===== src/rtl/hazard_branch_ctrl_if.sv =====
// Bundle between the ID/EX pipeline stages and the hazard/branch controller.
// Counter signals exist only when HAZARD_STATS_EN is defined.
interface hazard_branch_ctrl_if;
  logic [4:0]  id_rs1;
  logic [4:0]  id_rs2;
  logic        id_valid;
  logic [4:0]  ex_rd;
  logic        ex_mem_read;
  logic        ex_valid;
  logic [6:0]  ex_opcode;
  logic [2:0]  ex_funct3;
  logic [63:0] ex_pc;
  logic [11:0] ex_imm;
  logic        zero_flag;

  logic        pc_write;
  logic        ifid_write;
  logic        idex_bubble;
  logic        flush_ifid;
  logic        flush_idex;
  logic        pc_sel;
  logic [63:0] branch_target;
  logic [1:0]  state;
`ifdef HAZARD_STATS_EN
  logic [31:0] stall_count;
  logic [31:0] redirect_count;

  modport master (
    output id_rs1, id_rs2, id_valid, ex_rd, ex_mem_read, ex_valid,
           ex_opcode, ex_funct3, ex_pc, ex_imm, zero_flag,
    input  pc_write, ifid_write, idex_bubble, flush_ifid, flush_idex,
           pc_sel, branch_target, state, stall_count, redirect_count
  );
  modport slave (
    input  id_rs1, id_rs2, id_valid, ex_rd, ex_mem_read, ex_valid,
           ex_opcode, ex_funct3, ex_pc, ex_imm, zero_flag,
    output pc_write, ifid_write, idex_bubble, flush_ifid, flush_idex,
           pc_sel, branch_target, state, stall_count, redirect_count
  );
`else
  modport master (
    output id_rs1, id_rs2, id_valid, ex_rd, ex_mem_read, ex_valid,
           ex_opcode, ex_funct3, ex_pc, ex_imm, zero_flag,
    input  pc_write, ifid_write, idex_bubble, flush_ifid, flush_idex,
           pc_sel, branch_target, state
  );
  modport slave (
    input  id_rs1, id_rs2, id_valid, ex_rd, ex_mem_read, ex_valid,
           ex_opcode, ex_funct3, ex_pc, ex_imm, zero_flag,
    output pc_write, ifid_write, idex_bubble, flush_ifid, flush_idex,
           pc_sel, branch_target, state
  );
`endif
endinterface


===== src/rtl/hazard_branch_ctrl.sv =====
// Load-use stall and taken-branch redirect controller; all outputs registered, one cycle after the sampled condition.
// Optional entry counters enabled by defining HAZARD_STATS_EN.
module hazard_branch_ctrl (
  input  logic                 clk,
  input  logic                 rst,
  hazard_branch_ctrl_if.slave  hz
);
  typedef enum logic [1:0] {
    RUN      = 2'd0,
    STALL    = 2'd1,
    REDIRECT = 2'd2
  } state_e;

  localparam logic [6:0] OPC_BRANCH = 7'b1100011;

  state_e      state_q, state_d;
  logic        pc_write_q, ifid_write_q, idex_bubble_q;
  logic        flush_ifid_q, flush_idex_q, pc_sel_q;
  logic [63:0] branch_target_q, target_d;
  logic        br_taken, load_use;
`ifdef HAZARD_STATS_EN
  logic [31:0] stall_cnt_q, redirect_cnt_q;
`endif

  always_comb begin
    br_taken = hz.ex_valid && (hz.ex_opcode == OPC_BRANCH) &&
               (((hz.ex_funct3 == 3'b000) &&  hz.zero_flag) ||
                ((hz.ex_funct3 == 3'b001) && !hz.zero_flag));
    load_use = hz.id_valid && hz.ex_valid && hz.ex_mem_read && (hz.ex_rd != 5'd0) &&
               ((hz.ex_rd == hz.id_rs1) || (hz.ex_rd == hz.id_rs2));
    // B-type offset is in halfwords; the add wraps modulo 2^64
    target_d = hz.ex_pc + {{51{hz.ex_imm[11]}}, hz.ex_imm, 1'b0};
    state_d  = RUN;
    if (state_q == RUN) begin
      if (br_taken)      state_d = REDIRECT;
      else if (load_use) state_d = STALL;
    end
  end

  always_ff @(posedge clk) begin
    if (rst) begin
      state_q         <= RUN;
      pc_write_q      <= 1'b1;
      ifid_write_q    <= 1'b1;
      idex_bubble_q   <= 1'b0;
      flush_ifid_q    <= 1'b0;
      flush_idex_q    <= 1'b0;
      pc_sel_q        <= 1'b0;
      branch_target_q <= 64'd0;
`ifdef HAZARD_STATS_EN
      stall_cnt_q     <= 32'd0;
      redirect_cnt_q  <= 32'd0;
`endif
    end else begin
      state_q <= state_d;
      case (state_d)
        STALL: begin
          pc_write_q    <= 1'b0;
          ifid_write_q  <= 1'b0;
          idex_bubble_q <= 1'b1;
          flush_ifid_q  <= 1'b0;
          flush_idex_q  <= 1'b0;
          pc_sel_q      <= 1'b0;
`ifdef HAZARD_STATS_EN
          if (stall_cnt_q != 32'hFFFF_FFFF) stall_cnt_q <= stall_cnt_q + 32'd1;
`endif
        end
        REDIRECT: begin
          pc_write_q      <= 1'b1;
          ifid_write_q    <= 1'b1;
          idex_bubble_q   <= 1'b0;
          flush_ifid_q    <= 1'b1;
          flush_idex_q    <= 1'b1;
          pc_sel_q        <= 1'b1;
          branch_target_q <= target_d;
`ifdef HAZARD_STATS_EN
          if (redirect_cnt_q != 32'hFFFF_FFFF) redirect_cnt_q <= redirect_cnt_q + 32'd1;
`endif
        end
        default: begin
          pc_write_q    <= 1'b1;
          ifid_write_q  <= 1'b1;
          idex_bubble_q <= 1'b0;
          flush_ifid_q  <= 1'b0;
          flush_idex_q  <= 1'b0;
          pc_sel_q      <= 1'b0;
        end
      endcase
    end
  end

  assign hz.pc_write      = pc_write_q;
  assign hz.ifid_write    = ifid_write_q;
  assign hz.idex_bubble   = idex_bubble_q;
  assign hz.flush_ifid    = flush_ifid_q;
  assign hz.flush_idex    = flush_idex_q;
  assign hz.pc_sel        = pc_sel_q;
  assign hz.branch_target = branch_target_q;
  assign hz.state         = state_q;
`ifdef HAZARD_STATS_EN
  assign hz.stall_count    = stall_cnt_q;
  assign hz.redirect_count = redirect_cnt_q;
`endif
endmodule


===== src/flat_wrapper.sv =====
// flat-port wrapper written by rule: the top's interface ports become plain ports
module hazard_branch_ctrl_flat 
  (clk, rst, hz_id_rs1, hz_id_rs2, hz_id_valid, hz_ex_rd, hz_ex_mem_read, hz_ex_valid, hz_ex_opcode, hz_ex_funct3, hz_ex_pc, hz_ex_imm, hz_zero_flag, hz_pc_write, hz_ifid_write, hz_idex_bubble, hz_flush_ifid, hz_flush_idex, hz_pc_sel, hz_branch_target, hz_state);
  hazard_branch_ctrl_if hz_i ();
  input  logic clk;
  input  logic rst;
  input wire logic [$bits(hz_i.id_rs1)-1:0] hz_id_rs1;
  input wire logic [$bits(hz_i.id_rs2)-1:0] hz_id_rs2;
  input wire logic [$bits(hz_i.id_valid)-1:0] hz_id_valid;
  input wire logic [$bits(hz_i.ex_rd)-1:0] hz_ex_rd;
  input wire logic [$bits(hz_i.ex_mem_read)-1:0] hz_ex_mem_read;
  input wire logic [$bits(hz_i.ex_valid)-1:0] hz_ex_valid;
  input wire logic [$bits(hz_i.ex_opcode)-1:0] hz_ex_opcode;
  input wire logic [$bits(hz_i.ex_funct3)-1:0] hz_ex_funct3;
  input wire logic [$bits(hz_i.ex_pc)-1:0] hz_ex_pc;
  input wire logic [$bits(hz_i.ex_imm)-1:0] hz_ex_imm;
  input wire logic [$bits(hz_i.zero_flag)-1:0] hz_zero_flag;
  output wire logic [$bits(hz_i.pc_write)-1:0] hz_pc_write;
  output wire logic [$bits(hz_i.ifid_write)-1:0] hz_ifid_write;
  output wire logic [$bits(hz_i.idex_bubble)-1:0] hz_idex_bubble;
  output wire logic [$bits(hz_i.flush_ifid)-1:0] hz_flush_ifid;
  output wire logic [$bits(hz_i.flush_idex)-1:0] hz_flush_idex;
  output wire logic [$bits(hz_i.pc_sel)-1:0] hz_pc_sel;
  output wire logic [$bits(hz_i.branch_target)-1:0] hz_branch_target;
  output wire logic [$bits(hz_i.state)-1:0] hz_state;
  assign hz_i.id_rs1 = hz_id_rs1;
  assign hz_i.id_rs2 = hz_id_rs2;
  assign hz_i.id_valid = hz_id_valid;
  assign hz_i.ex_rd = hz_ex_rd;
  assign hz_i.ex_mem_read = hz_ex_mem_read;
  assign hz_i.ex_valid = hz_ex_valid;
  assign hz_i.ex_opcode = hz_ex_opcode;
  assign hz_i.ex_funct3 = hz_ex_funct3;
  assign hz_i.ex_pc = hz_ex_pc;
  assign hz_i.ex_imm = hz_ex_imm;
  assign hz_i.zero_flag = hz_zero_flag;
  assign hz_pc_write = hz_i.pc_write;
  assign hz_ifid_write = hz_i.ifid_write;
  assign hz_idex_bubble = hz_i.idex_bubble;
  assign hz_flush_ifid = hz_i.flush_ifid;
  assign hz_flush_idex = hz_i.flush_idex;
  assign hz_pc_sel = hz_i.pc_sel;
  assign hz_branch_target = hz_i.branch_target;
  assign hz_state = hz_i.state;
  hazard_branch_ctrl u_core (.clk(clk), .rst(rst), .hz(hz_i));
endmodule

===== config.mk =====
export PLATFORM = sky130hd
export DESIGN_NAME = hazard_branch_ctrl_flat
export DESIGN_NICKNAME = d
export VERILOG_FILES = /design/src/rtl/hazard_branch_ctrl_if.sv /design/src/rtl/hazard_branch_ctrl.sv /design/src/flat_wrapper.sv
export SDC_FILE = /design/constraint.sdc
export NUM_CORES = 1
export LEC_CHECK = 0
export ABC_AREA = 1
export BUFFER_PORTS_ARGS = -buffer_cell sky130_fd_sc_hd__buf_4
export CAP_MARGIN = 20
export CORE_ASPECT_RATIO = 1.2
export CORE_MARGIN = 2
export CORE_UTILIZATION = 45
export DETAILED_ROUTE_END_ITERATION = 16
export PLACE_DENSITY = 0.68
export SKIP_LAST_GASP = 1
export SLEW_MARGIN = 20
export SYNTH_ARGS = -nofsm -noshare
export SYNTH_HDL_FRONTEND = slang
export SYNTH_SLANG_ARGS = --single-unit

===== constraint.sdc =====
create_clock -name clk -period 2.8 [get_ports clk]
set_input_delay 0.28 -clock clk [delete_from_list [all_inputs] [get_ports clk]]
set_output_delay 0.28 -clock clk [all_outputs]
set_load 0.01 [all_outputs]

Word level (Yosys, flattened, before mapping). Cells that the tools add are included.

Input port bits: 107. Register bits after elaboration: 69.

Mux-type cells: 6. Eq/ne operators: 6. Reductions and logical operators: 14. Add/sub/neg operators: 1.

Operators by type and width (number): adder 64 bit (1); == test 5 bit (2); logical AND 1 bit (8); == test 7 bit, second input constant (1); nonzero test 5 bit (1); two-way mux 1 bit (4); two-way mux 2 bit (2); == test 3 x 1 -> 1 bit, second input constant (1); logical NOT 3 bit (1); == test 2 x 1 -> 1 bit, second input constant (1); == test 2 bit, second input constant (1); logical NOT 2 bit (1); logical OR 1 bit (2); logical NOT 1 bit (1).

Longest topological paths before layout. Gate-level depths: netlist (run 1).

Depth in word-level cells: 9. Gate-level depth with buffers: 16. Depth with buffers taken out: 16.

Worst setup path after synthesis (run 1). OpenSTA, ideal clock, no wires.

Path kind: in2reg. From: in hz_ex_imm[0]. To: reg u_core.branch_target_q[61], in the netlist u_core.hz.branch_target[61]. Buffers on the path: 0. Slack: 895 ps. Data required time: 2691 ps. Arrival time: 1796 ps. Cell stages on the path: 16. Cell sequence: ha_1 > fa_1 > nand3_1 > nand3_2 > nand2_1 > nand2_2 > nand2_1 > nand2_1 > nand2_1 > nand2_2 > nand2_1 > nand2_1 > nand2_1 > nand3_1 > nand2_1 > inv_1.

Cells in the longest elaborated chain, start to end: 1.

Ends and longest elaborated chain: start, declared (RTL line flat_wrapper.sv:16) `input wire logic [$bits(hz_i.ex_imm)-1:0] hz_ex_imm;`; adder 64 bit (RTL line hazard_branch_ctrl.sv:32) `target_d = hz.ex_pc + {{51{hz.ex_imm[11]}}, hz.ex_imm, 1'b0};`; end signal, assigned (RTL line hazard_branch_ctrl.sv:75) `branch_target_q <= target_d;`; end, declared (RTL line hazard_branch_ctrl.sv:19) `logic [63:0] branch_target_q, target_d;`.

Every way passes these cells. A chain may end at the register's enable or synchronous reset.

Final worst setup path (run 1).
From: in hz_ex_imm[11]. To: reg u_core.branch_target_q[32], in the netlist u_core.hz.branch_target[32].

Same word-level chain as after synthesis.

==> impl_metrics.ini, run 1 <==
[worst_setup_path]
reg2reg_from = u_core.hz.state[1]
crit_fanout = 27
slowest_delay_ps = 400
cp-startpoint = hz_ex_imm[11]
worstSetupEndpointType = register
crit_chain = buf_4 > buf_4 > ha_1 > nand2_1 > nor2_1 > nand2_1 > nor2_1 > a21boi_1 > nor2_1 > nand2_1 > nand3_1 > nand2_1 > inv_1
critical_path.slowest_cell = ha_1
critPathArrivalTime_ps = 2630
cp_common_cell = nand2_1
r2r_setup_slack_ps = 1020
start_kind = input pin
required_ps = 3030
criticalPathCategory = in -> reg

[synth]
syn_area_per_cell_um2 = 5.41
synth_ff_type = dfxtp_1
yosys_warnings = 0
yosys.area_share.simple_pct = 42.4
postSynth.asyncResetShare_pct = 0
ys_seq_area_share_pct = 16.4
muxShareOfSynthArea_pct = 0
synthAdderAreaFrac_pct = 9.45
syn-instance-count = 1558
ys_ff_latch = 69
synth_area_um2 = 8420
synth_top_family_by_area = simple AND/OR/NAND/NOR gates
ys_top_cells_by_area = nand2_1 26%, dfxtp_1 16%, inv_1 16%, ha_1 9.2%, nor2_1 6.1%
synth_top_area_share_pct = 25.8
synth_edf_count = 0
synth_compound_area_share_pct = 11.2
syn_nets = 1728
ys_types = 38
synth_xor_area_share_pct = 3.33
synth_top_cell_by_area = nand2_1

[sta]
hold_violations = 0
slew_viol_final = 0
fin_skew_ps = 20.0
relSlewSlack_pct = 35.7
rsz0062_at_grt = no
holdWs_ps = 110
fin_tns_setup_ps = 0
fin_crit_ps = 2400
max_freq_mhz = 417
timing.final.crit_share_pct = 85.7
setup_ws_ps = 400
worst_slew_pin_slew_ps = 959
setup_viol = 0

[clock_tree]
cts_tree = built
cts-root-buf = clkbuf_16
cts_buffers = 9
cts_resized = 0
post-cts-setup-buffer-count = 0
clk_latency_ps = 350
clkSlewWorstSetupHoldPaths_ps = 60
htree_levels = 3
clkSinkCount = 69
cts.path.max_buffers = 2
ctsHoldBuffers = 0

[pwr]
vdd_drop_max_mv = 0.268
sequentialPowerShare_pct = 27.1
pwr-share-clk_pct = 34.0
power.density_nw_per_um2 = 349
power_frac_comb_pct = 38.9
leakagePower_uw = 0.00640
p_int_uw = 2200
p_sw_uw = 1420
swShare_pct = 39.3

[route]
drt_iter0_drc = 607
wl_um = 31200
wl_per_cell_um = 15.8
firstDrtPassIters = 6
viasPerCell = 5.03
vias = 9920
postRouteAntennaNets = 0
drc_errors = 0

[final_layout]
n_fill_cell = 1972
area_growth_pct = 23.1
finalNetCount = 1913
mostFrequentLayoutCell = nand2_1
drive_gt1_share_pct = 15.0
layout.cells.most_common_list = 578 x nand2_1, 350 x inv_1, 194 x buf_4, 137 x nor2_1, 73 x nand3_1
post-route-util_pct = 56.9
n_antenna_cell = 0
regArea_um2 = 1380
multiInputGateArea_um2 = 5590

[floorplanning]
die_h_um = 154
rows = 54
ios = 179
die-area_um2 = 19800
core_area_um2 = 18200
start_util_pct = 46.2
die_x_um = 129

[status]
status = finished clean

[global_route]
grt-ovfl-total = 0
grt_pass1_wl_um = 48600
grt_usage_pct = 31.8
grt_pass1_vias = 9421
antenna_found_initial = 0
grt_max_degree = 34

[flow_run]
drv_cap = 0

[hold_path]
min_from = rst
hp-class = in -> reg

[place]
globalplace.congestion = 0.995
place_hpwl_um = 26300
port_buffers = 178
pre_cts_ws_ps = 118
## metrics by stage
| step | instances | area, µm² | total power (µW) |
|---|---|---|---|
| 2_1_floorplan | 1558 | 8420 | 1900 |
| 3_3_place_gp | 1956 | 10100 | 2390 |
| 3_5_place_dp | 1956 | 10100 | 2400 |
| 4_1_cts | 1972 | 10400 | 3620 |
| 5_1_grt | 1972 | 10400 | 3830 |
| 6_report | 1972 | 10400 | 3620 |
## cell type report
type                    count  area share, %
clock inverters             6          0.688
well taps                 224           2.70
clock buffers              10           2.30
repair buffers            195           14.2
flip-flops and latches     69           13.3
multi-input cells        1113           53.9
inverters                 355           12.9
## power by group through the flow
stage	clock network, µW	registers (µW)	logic, µW
after global routing	1280	982	1570
after detailed placement	0	1000	1390
after global placement	0	1000	1380
after floorplan	0	1010	891
after CTS	1250	983	1400
final	1230	983	1410
## registers in the layout, indices dropped and copies added, names as in the netlist
name	flops
u_core.hz.flush_ifid	1
u_core.hz.idex_bubble	1
u_core.hz.ifid_write	1
u_core.hz.state	2
u_core.hz.branch_target	64
## synthesized netlist by cell type, types with 9 or more instances
cell type	count
nor2_1	137
nor2_2	12
xor2_1	19
o21ai_0	37
nand3_1	73
nand2_2	15
nand3_2	9
nand4_1	15
xnor2_1	13
o21a_1	32
a21oi_1	59
dfxtp_1	69
inv_1	351
ha_1	62
nand2_1	578
o21bai_1	14
## metal layers
layer  up-vias  part of all wire (%)  track usage, %
met5         -                     0               0
met4         0                   6.1            18.2
met3        94                   4.3            3.76
met2       330                    52            59.0
met1      4407                    38            34.1
li1       5089                     -               -
## kinds of logic after synthesis
| kind of cell | count (synthesis) |
|---|---|
| and+or+nand+nor | 859 |
| buffers and inverters | 376 |
| AOI/OAI and AO/OA | 159 |
| DFF | 69 |
| adders and majority gates | 63 |
| xor gates and xnor gates | 32 |
## worst max-delay path, delay by kind of cell
kind | cells | cell delay, ps
AOI/OAI and AO/OA | 1 | 320
buffers and inverters | 3 | 490
and+or+nand+nor | 8 | 1110
adders and majority gates | 1 | 400
## path summary, 6_finish.rpt
path                                                     to  cells past startpoint
worst min register to register   u_core.hz.branch_target[3]                      2
worst max register to register  u_core.hz.branch_target[46]                      6
worst min-delay path                   u_core.hz.flush_ifid                      2
worst max-delay path            u_core.hz.branch_target[32]                     13
Power figures use the tool's default switching activity.
==> inputs of run 2 (changes only) <==
- CORE_UTILIZATION: 45 -> 61
- PLACE_DENSITY: 0.68 -> 0.88
- SKIP_LAST_GASP: 1 -> default
==> impl_metrics.ini, run 2 (synthesis gave the netlist of run 1 again) <==
[hold_path]
hp-class = in -> reg
worstHoldEndpoint = u_core.hz.flush_ifid
holdPathStages = 2
min_from = rst

[sta]
worst_slew_pin_slew_ps = 748
relSlewSlack_pct = 49.9
max_freq_mhz = 395
hold_violations = 0
fin_crit_ps = 2530
timing.final.crit_share_pct = 90.4
rsz0062_at_grt = no
slew_viol_final = 0
fin_tns_setup_ps = 0
fin_skew_ps = 15.1
setup_viol = 0
setup_ws_ps = 269

[clock_tree]
cts.path.max_buffers = 2
cts-root-buf = clkbuf_16
ctsHoldBuffers = 0
clk_latency_ps = 360
htree_levels = 3
cts_tree = built
cts_resized = 0
clkSlewWorstSetupHoldPaths_ps = 60
post-cts-setup-buffer-count = 0
cts_buffers = 9
clkSinkCount = 69

[floorplanning]
die_h_um = 133
start_util_pct = 61.7
rows = 47
die-area_um2 = 14800
core_area_um2 = 13600
die_x_um = 111
ios = 179

[place]
dp.cells = 1897
pre_cts_ws_ps = 224
globalplace.congestion = 1.05
place_hpwl_um = 26100
post_dp_cell_area_um2 = 9960
port_buffers = 178

[flow_run]
drv_cap = 0

[worst_setup_path]
required_ps = 3100
cp-startpoint = hz_ex_imm[11]
crit_fanout = 34
reg2reg_from = u_core.hz.state[1]
r2r_end = u_core.hz.branch_target[20]
worstSetupEndpointType = register
critPathArrivalTime_ps = 2830
criticalPathCategory = in -> reg
start_kind = input pin
rr_worst_depth = 6
r2r_setup_slack_ps = 980

[pwr]
power.density_nw_per_um2 = 360
leakagePower_uw = 0.00638
vdd_drop_max_mv = 0.495

[final_layout]
largest_register_ffs = 64
final_cell_area_um2 = 10300
mostFrequentLayoutCell = nand2_1
layout.cells.most_common_list = 578 x nand2_1, 351 x inv_1, 187 x buf_4, 137 x nor2_1, 73 x nand3_1
finalNetCount = 1907
drive_gt1_share_pct = 14.6
n_antenna_cell = 0
area_growth_pct = 21.8
instances_no_fill = 1913

[global_route]
grt_max_degree = 65
grt_usage_pct = 43.8
grt_pass1_vias = 10100
grt_pass1_wl_um = 50600
grt-ovfl-total = 0
antenna_found_initial = 0

[route]
firstDrtPassIters = 8
drc_errors = 0
viasPerCell = 5.45
wl_um = 33000
drt_iter0_drc = 1011
wl_per_cell_um = 17.2
postRouteAntennaNets = 0
vias = 10400

[status]
status = finished clean
[run 2: how the worst max path moves through the flow]
stage / endpoint / slack (ps) / cells past startpoint
5_1_grt: u_core.hz.branch_target[20] / 40 / 13
2_1_floorplan: u_core.hz.branch_target[61] / 890 / 16
4_1_cts: u_core.hz.branch_target[33] / 540 / 13
6_report: u_core.hz.branch_target[26] / 270 / 12
3_3_place_gp: u_core.hz.branch_target[50] / 260 / 14
3_5_place_dp: u_core.hz.branch_target[50] / 220 / 14
[run 2: critical path: stages]
cell	delay, ps
buf_4	240
buf_4	220
ha_1	340
nand2_1	130
nor2_1	160
inv_1	100
nor3_2	210
nand3_1	110
nand2_1	250
xor2_1	580
o21bai_1	120
inv_1	70
[run 2: routing by layer]
layer / vias up / track usage (%) / part of all wire, %
li1: 5075 / - / -
met1: 4513 / 42.5 / 33
met2: 610 / 75.8 / 47
met3: 229 / 9.80 / 7.8
met4: 0 / 42.4 / 11
met5: - / 0 / 0
[run 2: power breakdown]
part / internal, µW / leakage [µW] / switching (µW)
combinational: 490 / 0.00568 / 967
clock: 702 / 0.000145 / 555
sequential: 982 / 0.000556 / 0.624
total: 2170 / 0.00638 / 1520
[run 2: layout make-up]
cell class	instances	area, µm²
multi-input combinational	1113	5590
fill	1149	3380
timing repair buffer	189	1440
sequential	69	1380
inverter	355	1330
clock buffer	10	229
tap	171	214
clock inverter	6	71.3
[run 2: through the flow]
step | power, µW | hold WS (ps) | utilization (%)
6_report | 3700 | 108 | 75.2
5_1_grt | 3830 | 108 | 75.2
4_1_cts | 3600 | 105 | 75.2
3_5_place_dp | 2380 | 454 | 73.0
3_3_place_gp | 2350 | 442 | 73.0
2_1_floorplan | 1900 | 352 | -
==> inputs of run 3 (changes only) <==
- CORE_MARGIN: 2 -> default
- HOLD_SLACK_MARGIN: default -> 0.03
==> impl_metrics.ini, run 3 (synthesis gave the netlist of run 1 again) <==
[route]
firstDrtPassIters = 7
vias = 10600
postRouteAntennaNets = 0
drt_iter0_drc = 1237
wl_um = 33400
drc_errors = 0
viasPerCell = 5.54
wl_per_cell_um = 17.5

[hold_path]
holdPathStages = 2
hp-class = in -> reg
worstHoldEndpoint = u_core.hz.state[1]
min_from = rst

[clock_tree]
cts_tree = built
ctsHoldBuffers = 0
htree_levels = 3
post-cts-setup-buffer-count = 0
cts_resized = 0
cts_buffers = 9
cts-root-buf = clkbuf_16
clkSlewWorstSetupHoldPaths_ps = 60
clk_latency_ps = 370
cts.path.max_buffers = 2
clkSinkCount = 69

[sta]
hold_violations = 0
timing.final.crit_share_pct = 87.9
fin_skew_ps = 24.7
max_freq_mhz = 406
worst_slew_pin_slew_ps = 725
rsz0062_at_grt = no
relSlewSlack_pct = 51.5
setup_viol = 0
fin_tns_setup_ps = 0
fin_crit_ps = 2460
slew_viol_final = 0

[worst_setup_path]
r2r_end = u_core.hz.branch_target[19]
criticalPathCategory = in -> reg
critical_path.slowest_cell = ha_1
start_kind = input pin
path_delay_family = simple AND/OR/NAND/NOR gates
worstSetupEndpointType = register
critPathArrivalTime_ps = 2750
rr_worst_depth = 7
r2r_setup_slack_ps = 850
reg2reg_from = u_core.hz.state[1]
crit_fanout = 29
required_ps = 3090
slowest_delay_ps = 550
crit_buf_inv = 3
crit_chain = buf_4 > ha_1 > nand2_1 > nor2_1 > inv_1 > nor2_1 > a21oi_1 > nand2_2 > xor2_1 > o21bai_1 > inv_1

[global_route]
grt-ovfl-total = 0
antenna_found_initial = 1
grt_max_degree = 65
grt_usage_pct = 49.3
grt_pass1_vias = 10500
grt_pass1_wl_um = 53100

[final_layout]
n_antenna_cell = 0
n_fill_cell = 1120
drive_gt1_share_pct = 14.8
area_growth_pct = 22.2
largest_register_ffs = 64
layout.cells.most_common_list = 578 x nand2_1, 350 x inv_1, 190 x buf_4, 137 x nor2_1, 73 x nand3_1
instances_no_fill = 1913
finalNetCount = 1910
post-route-util_pct = 77.1
mostFrequentLayoutCell = nand2_1

[pwr]
leakagePower_uw = 0.00639
power_frac_comb_pct = 39.2
power.density_nw_per_um2 = 361
vdd_drop_max_mv = 0.391
sequentialPowerShare_pct = 26.5
swShare_pct = 40.4
pwr-share-clk_pct = 34.3
p_int_uw = 2210
p_sw_uw = 1500

[place]
place_hpwl_um = 25600
port_buffers = 178
dp.cells = 1897
globalplace.congestion = 1.06

[floorplanning]
ios = 179
die-area_um2 = 14300
die_h_um = 131
rows = 46
die_x_um = 109
core_area_um2 = 13400
start_util_pct = 63.1

[flow_run]
drv_cap = 0

[status]
status = finished clean
## run 3: changes by cell type in the layout (fill, tap and decap cells not counted), sizes merged
cell	before	now
buf	189	192
inv	356	353
clkbuf	10	11
clkinv	3	4
clkinvlp	1	2
## run 3: layout make-up
type                    instances  area [µm²]  share of cell area, %
clock buffers                  11         253                   2.46
clock inverters                 5        58.8                  0.571
inverters                     355        1330                   13.0
multi-input cells            1113        5590                   54.3
flip-flops and latches         69        1380                   13.4
well taps                     168         210                   2.04
repair buffers                192        1470                   14.2
## run 3: metal layers
metal | share of wire (%) | track usage (%)
met1 | 33 | 46.7
met2 | 46 | 80.4
met3 | 9.2 | 21.3
met4 | 11 | 45.4
met5 | 0.036 | 0
## run 3: stage by stage
step	cell area, µm²	power, µW	hold slack (ps)	setup slack, ps
2_1_floorplan	8420	1900	352	895
3_3_place_gp	9980	2350	445	272
3_5_place_dp	9980	2370	464	224
4_1_cts	10300	3610	117	562
5_1_grt	10300	3920	115	227
6_report	10300	3710	111	338
## run 3: worst max path at each step
stage,startpoint,to,slack [ps],cells after the start
floorplan,hz_ex_imm[0],u_core.hz.branch_target[61],890,16
global placement,hz_ex_imm[11],u_core.hz.branch_target[58],270,14
detailed placement,hz_ex_imm[11],u_core.hz.branch_target[60],220,15
CTS,hz_ex_imm[11],u_core.hz.branch_target[57],560,12
global route,hz_ex_imm[11],u_core.hz.branch_target[46],230,13
finish,hz_ex_imm[11],u_core.hz.branch_target[30],340,11
## run 3: power groups by stage
stage / clock network (µW) / registers (µW) / logic [µW]
final: 1280 / 983 / 1460
after CTS: 1240 / 983 / 1380
after detailed placement: 0 / 1000 / 1370
after global placement: 0 / 1000 / 1340
after floorplan: 0 / 1010 / 891
after global routing: 1320 / 983 / 1620
## run 3: worst register-to-register path, cell delays in order, from the launching register on
cell      delay [ps]
dfxtp_1          320
nor2_1           180
inv_1            110
nor2_4           590
buf_4            280
o21ai_0          120
o21bai_1         240
inv_1             60
